## config.mk

```make
export PLATFORM = sky130hd
export DESIGN_NAME = out_deser
export DESIGN_NICKNAME = d
export VERILOG_FILES = /design/src/rtl/out_deser_pkg.sv /design/src/rtl/out_deser_fifo.sv /design/src/rtl/out_deser.sv
export SDC_FILE = /design/constraint.sdc
export NUM_CORES = 1
export LEC_CHECK = 0
export BUFFER_PORTS_ARGS = -buffer_cell sky130_fd_sc_hd__buf_2
export CAP_MARGIN = 40
export CORE_UTILIZATION = 45
export DETAILED_ROUTE_END_ITERATION = 8
export HOLD_SLACK_MARGIN = 0.02
export PLACE_DENSITY = 0.71
export SYNTH_ARGS = -nofsm -noshare
export SYNTH_HDL_FRONTEND = slang
export SYNTH_SLANG_ARGS = --single-unit
export TNS_END_PERCENT = 5
```

## constraint.sdc

```tcl
create_clock -name tau2015_clk -period 1.8 [get_ports tau2015_clk]
set_input_delay 0.27 -clock tau2015_clk [delete_from_list [all_inputs] [get_ports tau2015_clk]]
set_output_delay 0.27 -clock tau2015_clk [all_outputs]
set_load 0.01 [all_outputs]
```

## src/rtl/out_deser_pkg.sv

```systemverilog
//------------------------------------------------------------------------------
// Module : out_deser_pkg
// Brief  : Shared FSM state type and default sizing for the serial deserializer.
// Rev    : 1.0  initial release
//------------------------------------------------------------------------------
`default_nettype none

package out_deser_pkg;

    typedef enum logic [0:0] {
        IDLE    = 1'b0,
        COLLECT = 1'b1
    } state_t;

    localparam int c_word_w_default     = 8;
    localparam int c_fifo_depth_default = 4;

endpackage

`default_nettype wire

```

## src/rtl/out_deser_fifo.sv

```systemverilog
//------------------------------------------------------------------------------
// Module : out_deser_fifo
// Brief  : Word FIFO with wrap-bit pointers; a pop frees a full slot same edge.
// Rev    : 1.0  initial release
//------------------------------------------------------------------------------
`default_nettype none

module out_deser_fifo #(
    parameter int DATA_W = 8,
    parameter int DEPTH  = 4
) (
    input  logic                      clk,
    input  logic                      rst_n,
    input  logic                      i_push,
    input  logic [DATA_W-1:0]         i_push_data,
    input  logic                      i_pop,
    output logic [DATA_W-1:0]         o_rd_data,
    output logic                      o_full,
    output logic                      o_empty,
    output logic [$clog2(DEPTH):0]    o_count
);

    localparam int c_aw = $clog2(DEPTH);

    logic [c_aw:0]       r_wr_ptr;
    logic [c_aw:0]       r_rd_ptr;
    logic [DATA_W-1:0]   r_mem [DEPTH];
    logic                w_do_push;
    logic                w_do_pop;

    assign o_empty   = (r_wr_ptr == r_rd_ptr);
    assign o_full    = (r_wr_ptr[c_aw-1:0] == r_rd_ptr[c_aw-1:0]) &&
                       (r_wr_ptr[c_aw] != r_rd_ptr[c_aw]);
    assign o_count   = r_wr_ptr - r_rd_ptr;
    assign w_do_pop  = i_pop & ~o_empty;
    assign w_do_push = i_push & (~o_full | w_do_pop);

    // Storage is not reset, so the head is forced to zero while empty.
    assign o_rd_data = o_empty ? '0 : r_mem[r_rd_ptr[c_aw-1:0]];

    always_ff @(posedge clk) begin
        if (!rst_n) begin
            r_wr_ptr <= '0;
            r_rd_ptr <= '0;
        end else begin
            if (w_do_push) r_wr_ptr <= r_wr_ptr + 1'b1;
            if (w_do_pop)  r_rd_ptr <= r_rd_ptr + 1'b1;
        end
    end

    always_ff @(posedge clk) begin
        if (w_do_push) r_mem[r_wr_ptr[c_aw-1:0]] <= i_push_data;
    end

endmodule

`default_nettype wire

```

## src/rtl/out_deser.sv

```systemverilog
//------------------------------------------------------------------------------
// Module : out_deser
// Brief  : LSB-first serial-to-word deserializer feeding a word FIFO.
//          Optional OUT_DESER_PARITY_EN adds a stored word_parity output.
// Rev    : 1.0  initial release
//------------------------------------------------------------------------------
`default_nettype none

module out_deser
    import out_deser_pkg::*;
#(
    parameter int WORD_W     = c_word_w_default,
    parameter int FIFO_DEPTH = c_fifo_depth_default
) (
    input  logic                          tau2015_clk,
    input  logic                          tau2015_rst_n,
    input  logic                          ser_in,
    input  logic                          en,
    output logic [WORD_W-1:0]             word_data,
    output logic                          word_valid,
    input  logic                          word_ready,
    output logic [$clog2(FIFO_DEPTH):0]   fifo_count,
    output logic                          overflow
`ifdef OUT_DESER_PARITY_EN
    ,
    output logic                          word_parity
`endif
);

    localparam int                 c_cnt_w    = $clog2(WORD_W);
    localparam logic [c_cnt_w-1:0] c_last_bit = c_cnt_w'(WORD_W - 1);
`ifdef OUT_DESER_PARITY_EN
    localparam int                 c_data_w   = WORD_W + 1;
`else
    localparam int                 c_data_w   = WORD_W;
`endif

    state_t               r_state;
    state_t               w_next_state;
    logic [c_cnt_w-1:0]   r_bit_cnt;
    logic [WORD_W-1:0]    r_shift;
    logic [WORD_W-1:0]    w_word;
    logic                 w_sample;
    logic                 w_complete;
    logic                 w_pop;
    logic                 w_full;
    logic                 w_empty;
    logic                 r_overflow;
    logic [c_data_w-1:0]  w_fifo_in;
    logic [c_data_w-1:0]  w_fifo_out;

    always_ff @(posedge tau2015_clk) begin
        if (!tau2015_rst_n) r_state <= IDLE;
        else                r_state <= w_next_state;
    end

    always_comb begin
        w_next_state = r_state;
        case (r_state)
            IDLE:    if (en) w_next_state = COLLECT;
            COLLECT: if (en && (r_bit_cnt == c_last_bit)) w_next_state = IDLE;
            default: w_next_state = IDLE;
        endcase
    end

    always_comb begin
        w_sample   = en;
        w_complete = en && (r_state == COLLECT) && (r_bit_cnt == c_last_bit);
    end

    // In IDLE the count is zero, so one indexed write covers both states.
    always_ff @(posedge tau2015_clk) begin
        if (!tau2015_rst_n) begin
            r_bit_cnt <= '0;
            r_shift   <= '0;
        end else if (w_complete) begin
            r_bit_cnt <= '0;
            r_shift   <= '0;
        end else if (w_sample) begin
            r_shift[r_bit_cnt] <= ser_in;
            r_bit_cnt          <= r_bit_cnt + 1'b1;
        end
    end

    always_comb begin
        w_word             = r_shift;
        w_word[WORD_W-1]   = ser_in;
    end

    assign w_pop      = word_ready & ~w_empty;
    assign word_valid = ~w_empty;
    assign overflow   = r_overflow;

    always_ff @(posedge tau2015_clk) begin
        if (!tau2015_rst_n)                      r_overflow <= 1'b0;
        else if (w_complete && w_full && !w_pop) r_overflow <= 1'b1;
    end

`ifdef OUT_DESER_PARITY_EN
    assign w_fifo_in   = {^w_word, w_word};
    assign word_parity = w_fifo_out[WORD_W];
`else
    assign w_fifo_in   = w_word;
`endif
    assign word_data   = w_fifo_out[WORD_W-1:0];

    out_deser_fifo #(
        .DATA_W (c_data_w),
        .DEPTH  (FIFO_DEPTH)
    ) u_fifo (
        .clk         (tau2015_clk),
        .rst_n       (tau2015_rst_n),
        .i_push      (w_complete),
        .i_push_data (w_fifo_in),
        .i_pop       (w_pop),
        .o_rd_data   (w_fifo_out),
        .o_full      (w_full),
        .o_empty     (w_empty),
        .o_count     (fifo_count)
    );

endmodule

`default_nettype wire
```

==> load_flow_metrics.sql, run 1 <==
INSERT INTO impl_metrics (metric_group, metric, value, unit) VALUES
('worst_setup_path', 'cp_max_fo', '8', ''),
('cts', 'clkSinkCount', '52', ''),
('drt', 'drtPass1Iterations', '4', ''),
('run', 'max_cap_viol_count', '0', ''),
('worst_setup_path', 'cp.depth', '4', ''),
('drt', 'dr_total_vias', '1311', ''),
('global_route', 'antenna_found_initial', '0', ''),
('drt', 'avgViaCountPerCell', '5.06', ''),
('worst_setup_path', 'crit_slowest_cell', 'mux4_2', ''),
('power_and_ir_drop', 'vdd_ir_drop_max', '386', 'uV'),
('floorplanning', 'die_y', '72.8', 'um'),
('worst_setup_path', 'regToRegEndpoint', 'u_fifo.r_mem[0][3]', ''),
('placed_design', 'dp_hpwl', '2920', 'um'),
('final_layout', 'area_of_combinational_cells_with_multiple_inputs', '900', 'um^2'),
('final_layout', 'utilization', '56.6', '%'),
('worst_setup_path', 'startpoint_type', 'flip-flop', ''),
('cts', 'insertion_delay', '300', 'ps'),
('synth', 'post_synth_xor_area_fraction', '1.88', '%'),
('worst_hold_path', 'hp-class', 'in2reg', ''),
('worst_setup_path', 'slowest_delay', '500', 'ps'),
('drt', 'drc_errors', '0', ''),
('status', 'violated_checks', 'negative setup slack', ''),
('floorplanning', 'top_level_ports', '18', ''),
('worst_setup_path', 'worst_r2r_startpoint', 'u_fifo.r_wr_ptr[1]', ''),
('worst_setup_path', 'crit_path_end_kind', 'output pin', ''),
('power_and_ir_drop', 'power.static_leakage', '1.04', 'nW'),
('timing', 'setup-violations-final', '8', ''),
('timing', 'timing.final.crit_period', '1830', 'ps'),
('global_route', 'wire_length_of_the_first_global_routing_pass', '6680', 'um'),
('synth', 'synth-compound-area-share', '2.00', '%'),
('placed_design', 'final_weighted_congestion_of_routability_driven_global_placement', '0.885', ''),
('timing', 'number_of_hold_slack_violations_in_the_final_timing_report', '0', ''),
('synth', 'synth_area_per_cell', '14.3', 'um^2'),
('floorplanning', 'core', '0.00479', 'mm^2'),
('placed_design', 'dp_worst_setup_slack', '-61.6', 'ps'),
('synth', 'netlist_instances', '158', ''),
('final_layout', 'commonest_non_fill_non_tap_cell_in_the_layout', 'edfxtp_1', ''),
('placed_design', 'place.port_buffers', '17', ''),
('synth', 'synth_simple_gate_area_share', '12.9', '%'),
('timing', 'clock-skew-final', '9.10', 'ps'),
('global_route', 'pin_count_of_the_biggest_net_entering_global_routing', '16', ''),
('timing', 'tightest_slew', '437', 'ps'),
('worst_setup_path', 'critical_path_class', 'reg2out', ''),
('final_layout', 'nNetsFinal', '206', ''),
('worst_setup_path', 'path_buf_inv', '2', ''),
('cts', 'cts.htree.levels', '2', ''),
('global_route', 'grt.overflow.total', '0', ''),
('timing', 'rsz0062_at_grt', 'true', ''),
('timing', 'relative_slew_slack', '70.7', '%'),
('final_layout', 'areaGrowthSynthToFinish', '20.1', '%'),
('worst_setup_path', 'timing.reg2reg.setup_slack', '60', 'ps'),
('cts', 'postCtsHoldBufs', '0', ''),
('synth', 'main_combinational_cell_family_by_area_after_synthesis', 'multiplexers', ''),
('worst_hold_path', 'whs_path_depth', '3', ''),
('cts', 'cts_tree', 'done', ''),
('power_and_ir_drop', 'cellPowerDensity', '744', 'mW/mm^2'),
('final_layout', 'post_route_cells_drive_above_1_share', '34.9', '%'),
('cts', 'cts_buffers', '5', ''),
('floorplanning', 'die_area', '0.00530', 'mm^2'),
('synth', 'flip_flop_and_latch_count_after_synthesis', '52', ''),
('final_layout', 'fillers', '389', ''),
('drt', 'finalWirelength', '4150', 'um'),
('worst_setup_path', 'worstPathArrival', '1560', 'ps'),
('synth', 'yosys_warning_total', '0', ''),
('worst_hold_path', 'startpoint_of_the_worst_hold_path', 'word_ready', ''),
('synth', 'muxShareOfSynthArea', '14.6', '%'),
('worst_setup_path', 'path_delay_family', 'multiplexers', ''),
('floorplanning', 'die_width', '72.8', 'um'),
('timing', 'setup_ws', '-25.7', 'ps'),
('final_layout', 'antenna_cells', '0', ''),
('status', 'run_status', 'finished, violations left', '');
-- power breakdown --
group	internal [W]	total [W]	switching, W
combinational	0.0000329	0.0000756	0.0000427
clock	0.000309	0.000667	0.000358
sequential	0.00126	0.00127	0.00000988
-- logic make-up (layout without fill, tap and decap cells) --
family | after synthesis | in the layout
flops | 52 | 52
simple gates | 50 | 50
mux | 23 | 23
buf+inv | 13 | 47
fa+ha+maj | 10 | 10
compound gates | 6 | 6
xor+xnor | 4 | 4
-- cells in the mapped netlist, drive strengths merged --
library cell | number | area (um^2)
a21oi | 3 | 22.5
and2 | 4 | 25.0
and3b | 1 | 8.76
and4bb | 3 | 37.5
buf | 3 | 17.5
clkbuf | 2 | 7.51
dfxtp | 20 | 400
edfxtp | 32 | 961
fa | 1 | 20.0
ha | 9 | 113
inv | 8 | 30.0
mux2i | 15 | 150
mux4 | 8 | 180
nand2 | 10 | 37.5
nand2b | 2 | 12.5
nand3 | 1 | 5.00
nand4 | 2 | 12.5
nand4b | 4 | 35.0
nor2 | 13 | 51.3
nor2b | 8 | 50.1
nor4 | 1 | 6.26
nor4b | 1 | 8.76
o211ai | 2 | 15.0
o21a | 1 | 7.51
xnor2 | 3 | 26.3
xor2 | 1 | 16.3
-- worst max-delay path by stage --
stage	from	end	slack, ps
6_report	flip-flop	word_data[6]	-30
4_1_cts	flip-flop	word_data[6]	-50
3_5_place_dp	u_fifo.r_wr_ptr[0]	u_fifo.r_mem[0][3]	-60
3_3_place_gp	u_fifo.r_rd_ptr[1]	u_fifo.r_mem[1][3]	40
5_1_grt	flip-flop	word_data[6]	-90
2_1_floorplan	u_fifo.r_wr_ptr[0]	u_fifo.r_mem[2][0]	0.1
-- what timing repair did --
action                                  4_1_cts  5_1_grt
pin swaps                                     1        3
endpoints found under the setup margin       34       11
gates resized for setup                      11       12
buffers inserted                              1        1
-- area by class of cell --
type	instances	share of cell area (%)
clock inverters	1	0.139
inverters	8	1.20
flip-flops and latches	52	50.4
multi-input cells	93	33.2
repair buffers	31	8.77
clock buffers	7	3.19
well taps	67	3.09
-- registers in the layout, indices dropped and copies added, names as in the netlist, named ones only --
| signal | cells |
|---|---|
| r_bit_cnt | 3 |
| overflow | 1 |
| u_fifo.r_rd_ptr | 3 |
| u_fifo.r_mem | 32 |
| r_state | 1 |
| u_fifo.r_wr_ptr | 3 |
| r_shift | 7 |
-- metrics by stage --
stage / TNS (ps) / std cells / cell area (um^2) / hold slack (ps)
floorplan: 0 / 158 / 2260 / 369
global placement: 0 / 249 / 2490 / 444
detailed placement: -1150 / 249 / 2490 / 450
CTS: -292 / 258 / 2640 / 285
global route: -663 / 259 / 2710 / 303
finish: -124 / 259 / 2710 / 285
-- metal layers --
layer / share of wire, % / track usage (%) / vias up
met5: 0 / 0 / -
met4: 2.7 / 9.37 / 0
met3: 2.9 / 3.04 / 12
met2: 50 / 29.0 / 27
met1: 44 / 22.3 / 635
li1: - / - / 637
-- tightest hold or removal path, delay by kind of cell --
| kind | cells | cell delay, ps |
|---|---|---|
| compound gates | 1 | 70 |
| buf+inv | 1 | 120 |
| simple gates | 1 | 80 |
Power figures use the tool's default switching activity.
==> inputs of run 2 (changes only) <==
PLACE_DENSITY = 0.69   (was 0.71)
clock period = 2.13 ns   (was 1.8 ns; I/O delays follow)
==> run 2 against run 1 <==
  * The run now ends clean
  * Register-to-register slack better by 180 ps
  * Critical path depth is 2 higher
  * Clock-buffer cell count is 1 lower
  * Non-clock buffer count is 11 lower
  * Largest cell class unchanged
  * Worst setup slack better by 140 ps
  * Die area stayed put
  * Core utilization is 3.9 points lower
  * Sequential power is 15% lower
  * Via count is 2.4% lower
  * Worst hold slack better by 56 ps
  * Flip-flop and latch count stayed put
==> load_flow_metrics.sql, run 2 (synthesis gave the netlist of run 1 again) <==
INSERT INTO impl_metrics (metric_group, metric, value, unit) VALUES
('status', 'run_status', 'finished clean', ''),
('cts', 'cts_tree', 'done', ''),
('power_and_ir_drop', 'vdd_ir_drop_max', '521', 'uV'),
('drt', 'dr_total_vias', '1280', ''),
('worst_setup_path', 'worst_ep_required_time', '1810', 'ps'),
('placed_design', 'dp_hpwl', '2820', 'um'),
('timing', 'relative_slew_slack', '65.8', '%'),
('drt', 'detailedRoute.firstIterationViolations', '92', ''),
('power_and_ir_drop', 'cellPowerDensity', '668', 'mW/mm^2'),
('global_route', 'antenna_found_initial', '0', ''),
('global_route', 'grt_pass1_vias', '1301', ''),
('worst_setup_path', 'crit_slowest_cell', 'dfxtp_2', ''),
('global_route', 'globalRouteMet3Util', '4.14', '%'),
('worst_hold_path', 'hp-class', 'in2reg', ''),
('power_and_ir_drop', 'power.sequential.fraction', '64.3', '%'),
('global_route', 'pin_count_of_the_biggest_net_entering_global_routing', '17', ''),
('global_route', 'grt_use_total', '16.9', '%'),
('floorplanning', 'die_width', '72.8', 'um'),
('power_and_ir_drop', 'cellInternalPower', '0.00133', 'W'),
('final_layout', 'areaGrowthSynthToFinish', '11.8', '%'),
('final_layout', 'post_route_cells_drive_above_1_share', '26.0', '%'),
('floorplanning', 'initial_cell_density_of_the_core', '47.2', '%'),
('power_and_ir_drop', 'comb_power_share', '2.9', '%'),
('drt', 'drc_errors', '0', ''),
('timing', 'number_of_hold_slack_violations_in_the_final_timing_report', '0', ''),
('drt', 'ant_nets', '0', ''),
('drt', 'drt-wirelength-per-cell', '16.0', 'um'),
('global_route', 'global_route.usage.met2', '27.8', '%'),
('drt', 'avgViaCountPerCell', '5.16', ''),
('floorplanning', 'floorplan.rows', '25', ''),
('cts', 'cts_root_buf', 'clkbuf_8', ''),
('global_route', 'grt_util_met1', '21.7', '%'),
('global_route', 'wire_length_of_the_first_global_routing_pass', '6440', 'um'),
('final_layout', 'final_cell_mix', 'edfxtp_1 (32), dfxtp_1 (18), buf_2 (17), mux2i_1 (15), nor2_1 (12)', ''),
('worst_setup_path', 'startpoint_type', 'flip-flop', ''),
('power_and_ir_drop', 'power_switching', '0.000360', 'W'),
('timing', 'timing.fmax', '495', 'MHz'),
('floorplanning', 'core', '0.00479', 'mm^2'),
('timing', 'clock-skew-final', '7.73', 'ps'),
('timing', 'tightest_slew', '509', 'ps'),
('power_and_ir_drop', 'total_power_of_the_final_layout', '0.00168', 'W'),
('worst_setup_path', 'critical_path_class', 'reg2out', ''),
('timing', 'drv_slew', '0', ''),
('floorplanning', 'die_y', '72.8', 'um'),
('global_route', 'grt.overflow.total', '0', ''),
('cts', 'cts.htree.levels', '2', ''),
('final_layout', 'nNetsFinal', '195', ''),
('drt', 'finalWirelength', '3980', 'um'),
('final_layout', 'flip_flop_count_of_the_largest_register_all_copies_and_words_added', '32', ''),
('cts', 'insertion_delay', '300', 'ps'),
('placed_design', 'final_weighted_congestion_of_routability_driven_global_placement', '0.823', ''),
('timing', 'timing.final.crit_period', '2020', 'ps'),
('cts', 'clockBufferDepth', '2', ''),
('cts', 'cts.reportedPaths.clkPinSlew', '90', 'ps'),
('power_and_ir_drop', 'power.static_leakage', '0.967', 'nW'),
('run', 'max_cap_viol_count', '0', ''),
('drt', 'drtPass1Iterations', '4', ''),
('power_and_ir_drop', 'power.share.switching', '21.4', '%'),
('cts', 'cts_buffers', '5', ''),
('timing', 'rsz0062_at_grt', 'true', ''),
('floorplanning', 'die_area', '0.00530', 'mm^2'),
('worst_setup_path', 'cp_max_fo', '10', ''),
('floorplanning', 'top_level_ports', '18', ''),
('placed_design', 'place.port_buffers', '17', ''),
('timing', 'setup-violations-final', '0', ''),
('cts', 'clkSinkCount', '52', ''),
('worst_setup_path', 'timing.reg2reg.setup_slack', '240', 'ps'),
('final_layout', 'antenna_cells', '0', ''),
('final_layout', 'commonest_non_fill_non_tap_cell_in_the_layout', 'edfxtp_1', ''),
('timing', 'final_min_period_over_clock_period', '94.8', '%'),
('worst_setup_path', 'path_cells', 'inv_1, ha_1, nand2_1, nor2_4, nor2b_1, buf_2', ''),
('timing', 'fin_worst_hold_slack', '341', 'ps'),
('global_route', 'grt-busiest-layer', 'met2', ''),
('final_layout', 'fillers', '407', ''),
('power_and_ir_drop', 'clkPwrFrac', '32.8', '%'),
('worst_setup_path', 'worstPathArrival', '1700', 'ps'),
('worst_setup_path', 'crit_path_end_kind', 'output pin', ''),
('worst_setup_path', 'slowest_delay', '360', 'ps');
run 2: changes by cell type in the layout (fill, tap and decap cells not counted), sizes merged:
cell,previous run,this run
buf,31,20
clkbuf,7,6
clkinvlp,0,1
run 2: area by class of cell:
type / instances / area [um^2] / area share (%)
flip-flops and latches: 52 / 1360 / 54.0
multi-input cells: 93 / 850 / 33.7
repair buffers: 20 / 108 / 4.26
well taps: 67 / 83.8 / 3.32
clock buffers: 6 / 72.6 / 2.88
inverters: 8 / 30.0 / 1.19
clock inverters: 2 / 16.3 / 0.645
run 2: power groups by stage:
stage	registers, W	logic (W)	clock network (W)
final	0.00108	0.0000493	0.000552
after global routing	0.00109	0.0000559	0.000609
after CTS	0.00108	0.0000499	0.000578
after detailed placement	0.00111	0.0000497	0
after global placement	0.00110	0.0000474	0
after floorplan	0.00110	0.0000355	0
run 2: metal layers:
metal | wire length [um] | up-vias | share of wire, %
li1 | - | 619 | -
met1 | 1860 | 628 | 47
met2 | 1940 | 29 | 49
met3 | 120 | 4 | 3.0
met4 | 51 | 0 | 1.3
met5 | 0 | - | 0
run 2: worst max-delay path: cells and delay by family (launching register included):
family                   cells  cell delay (ps)
adder cells (fa/ha/maj)      1              330
buffers and inverters        2              240
flip-flops                   1              360
AND/OR/NAND/NOR              3              480
run 2: final timing paths:
path / start / endpoint / cells after the start
worst max-delay path: u_fifo.r_wr_ptr[0] / word_data[4] / 6
worst min-delay path: word_ready / u_fifo.r_rd_ptr[2] / 3
worst max register to register: r_bit_cnt[0] / u_fifo.r_mem[0][1] / 5
worst min register to register: overflow / overflow / 1
run 2: per-stage QoR:
step	util, %	setup WS, ps	cells	TNS (ps)	area, um^2
after floorplan	-	279	158	0	2260
after global placement	50.6	190	240	0	2420
after detailed placement	50.6	28.8	240	0	2420
after CTS	52.6	28.9	248	0	2520
after global routing	52.7	-0.541	248	-0.541	2520
final	52.7	111	248	0	2520
run 2: timing repair:
action | CTS | global route
hold buffers | 0 | 0
resized for setup | 1 | 5
buffers inserted | 0 | 0
endpoints found under the setup margin | 9 | 33
==> inputs of run 3 (changes only) <==
CORE_UTILIZATION = 40   (was 45)
PLACE_DENSITY = 0.63   (was 0.69)
==> run 3 against run 2 <==
  * Die area up 12%
  * Total power rose by 1.3%
  * Register-to-register slack got worse by 20 ps
  * Flip-flop and latch count stayed put
  * Critical path depth unchanged
  * Routed wire length fell by 0.25%
  * Clock skew shrank 0.65 ps
  * Cell area up 1.1%
  * Fmax up 0.31%
==> load_flow_metrics.sql, run 3 (synthesis gave the netlist of run 1 again) <==
INSERT INTO impl_metrics (metric_group, metric, value, unit) VALUES
('drt', 'drc_errors', '0', ''),
('worst_setup_path', 'critPathCapture', 'word_data[3]', ''),
('final_layout', 'post_route_cells_drive_above_1_share', '26.8', '%'),
('final_layout', 'utilization', '48.4', '%'),
('status', 'run_status', 'finished clean', ''),
('floorplanning', 'initial_cell_density_of_the_core', '42.8', '%'),
('timing', 'tightest_slew', '455', 'ps'),
('drt', 'detailedRoute.firstIterationViolations', '84', ''),
('final_layout', 'antenna_cells', '0', ''),
('cts', 'clkSinkCount', '52', ''),
('final_layout', 'area_of_combinational_cells_with_multiple_inputs', '863', 'um^2'),
('global_route', 'antenna_found_initial', '0', ''),
('worst_setup_path', 'cp.depth', '6', ''),
('worst_setup_path', 'worstPathArrival', '1690', 'ps'),
('drt', 'drt-wirelength-per-cell', '15.7', 'um'),
('final_layout', 'flip_flop_count_of_the_largest_register_all_copies_and_words_added', '32', ''),
('placed_design', 'final_weighted_congestion_of_routability_driven_global_placement', '0.867', ''),
('worst_setup_path', 'r2r.worst_path.cells', '5', ''),
('global_route', 'grt_pass1_vias', '1302', ''),
('drt', 'dr_total_vias', '1270', ''),
('floorplanning', 'floorplan.rows', '26', ''),
('global_route', 'grt.overflow.total', '0', ''),
('worst_setup_path', 'slowest_delay', '370', 'ps'),
('worst_setup_path', 'startpoint_type', 'flip-flop', ''),
('cts', 'insertion_delay', '300', 'ps'),
('worst_hold_path', 'startpoint_of_the_worst_hold_path', 'tau2015_rst_n', ''),
('cts', 'cts.htree.levels', '2', ''),
('final_layout', 'seq_area', '0.00136', 'mm^2'),
('floorplanning', 'die_width', '77.1', 'um'),
('worst_setup_path', 'timing.reg2reg.setup_slack', '220', 'ps'),
('cts', 'cts_root_buf', 'clkbuf_8', ''),
('final_layout', 'final_cell_mix', 'edfxtp_1 (32), dfxtp_1 (19), buf_2 (17), mux2i_1 (15), nor2_1 (12)', ''),
('worst_setup_path', 'crit_start', 'u_fifo.r_wr_ptr[0]', ''),
('timing', 'timing.fmax', '497', 'MHz'),
('cts', 'postCtsHoldBufs', '0', ''),
('power_and_ir_drop', 'cellPowerDensity', '669', 'mW/mm^2'),
('floorplanning', 'core', '0.00527', 'mm^2'),
('timing', 'relative_slew_slack', '69.6', '%'),
('worst_setup_path', 'crit_slowest_cell', 'dfxtp_2', ''),
('placed_design', 'dp_hpwl', '2720', 'um'),
('cts', 'cts_tree', 'done', ''),
('placed_design', 'post_placement_cell_area', '0.00243', 'mm^2'),
('timing', 'setup-violations-final', '0', ''),
('timing', 'final_min_period_over_clock_period', '94.5', '%'),
('final_layout', 'final_design_area_no_fill', '0.00255', 'mm^2'),
('cts', 'cts_buffers', '5', ''),
('drt', 'ant_nets', '0', ''),
('worst_setup_path', 'worst_r2r_startpoint', 'u_fifo.r_rd_ptr[1]', ''),
('run', 'max_cap_viol_count', '0', ''),
('global_route', 'grt_use_total', '14.5', '%'),
('floorplanning', 'die_area', '0.00595', 'mm^2'),
('drt', 'drtPass1Iterations', '4', ''),
('worst_setup_path', 'crit_path_end_kind', 'output pin', ''),
('power_and_ir_drop', 'total_power_of_the_final_layout', '0.00171', 'W'),
('floorplanning', 'top_level_ports', '18', ''),
('global_route', 'wire_length_of_the_first_global_routing_pass', '6490', 'um'),
('drt', 'avgViaCountPerCell', '5.02', ''),
('final_layout', 'areaGrowthSynthToFinish', '13.1', '%'),
('worst_setup_path', 'regToRegEndpoint', 'u_fifo.r_mem[0][4]', ''),
('floorplanning', 'die_y', '77.1', 'um'),
('worst_setup_path', 'path_cells', 'inv_1, ha_1, nand2_2, nor2_4, nor2b_1, buf_2', ''),
('worst_setup_path', 'path_buf_inv', '2', ''),
('worst_setup_path', 'path_delay_family', 'simple AND/OR/NAND/NOR gates', ''),
('cts', 'clockBufferDepth', '2', ''),
('worst_setup_path', 'worst_ep_required_time', '1810', 'ps'),
('worst_setup_path', 'critical_path_class', 'reg2out', ''),
('cts', 'cts.repair_timing.setup_buffer_count', '0', ''),
('power_and_ir_drop', 'vdd_ir_drop_max', '336', 'uV'),
('final_layout', 'fillers', '476', ''),
('timing', 'clock-skew-final', '7.08', 'ps'),
('timing', 'timing.final.crit_period', '2010', 'ps'),
('drt', 'finalWirelength', '3970', 'um'),
('timing', 'drv_slew', '0', ''),
('timing', 'fin_worst_hold_slack', '369', 'ps'),
('timing', 'rsz0062_at_grt', 'true', ''),
('power_and_ir_drop', 'power.static_leakage', '0.978', 'nW'),
('cts', 'cts.reportedPaths.clkPinSlew', '90', 'ps'),
('worst_hold_path', 'hp-class', 'in2reg', ''),
('placed_design', 'place.port_buffers', '17', ''),
('final_layout', 'commonest_non_fill_non_tap_cell_in_the_layout', 'edfxtp_1', ''),
('timing', 'number_of_hold_slack_violations_in_the_final_timing_report', '0', ''),
('global_route', 'pin_count_of_the_biggest_net_entering_global_routing', '16', ''),
('worst_setup_path', 'cp_max_fo', '5', ''),
('final_layout', 'nNetsFinal', '197', '');
## run 3: cell count changes in the layout (fill, tap and decap cells not counted), sizes merged
cell and delta:
buf +1, clkinv -1, nor2 +1, clkbuf +1
## run 3: area by class of cell
class,instances,share of cell area [%]
flip-flops and latches,52,53.4
multi-input cells,94,33.8
repair buffers,21,4.51
well taps,70,3.43
clock buffers,7,3.38
inverters,8,1.18
clock inverters,1,0.294
## run 3: how the worst min path moves through the flow
stage,end,slack [ps],depth (start not counted)
final,overflow,370,2
after global routing,u_fifo.r_rd_ptr[2],360,3
after floorplan,u_fifo.r_mem[0][7],420,0
after CTS,overflow,350,2
after global placement,overflow,450,1
after detailed placement,overflow,460,1
## run 3: through the flow
| step | cells | worst slack [ps] | setup TNS, ps |
|---|---|---|---|
| finish | 253 | 117 | 0 |
| global route | 253 | -25.4 | -92.9 |
| CTS | 252 | 22.4 | 0 |
| detailed placement | 244 | 53.8 | 0 |
| global placement | 244 | 186 | 0 |
| floorplan | 158 | 279 | 0 |
## run 3: what timing repair did
action	in CTS	in global routing
cloned	0	1
pin swaps	0	1
gates resized for setup	1	6
endpoints found under the setup margin	9	34
endpoints found under the hold margin	0	0
## run 3: report_power, final
group / internal [W] / switching (W)
Combinational: 0.0000251 / 0.0000312
Sequential: 0.00107 / 0.0000116
Clock: 0.000264 / 0.000306
## run 3: layer usage
metal	vias to the layer above	part of all wire [%]	GRT usage, %
met3	4	4.7	4.29
met2	29	47	23.1
met5	-	0	0
met1	612	47	18.7
met4	0	1.1	5.09
li1	625	-	-
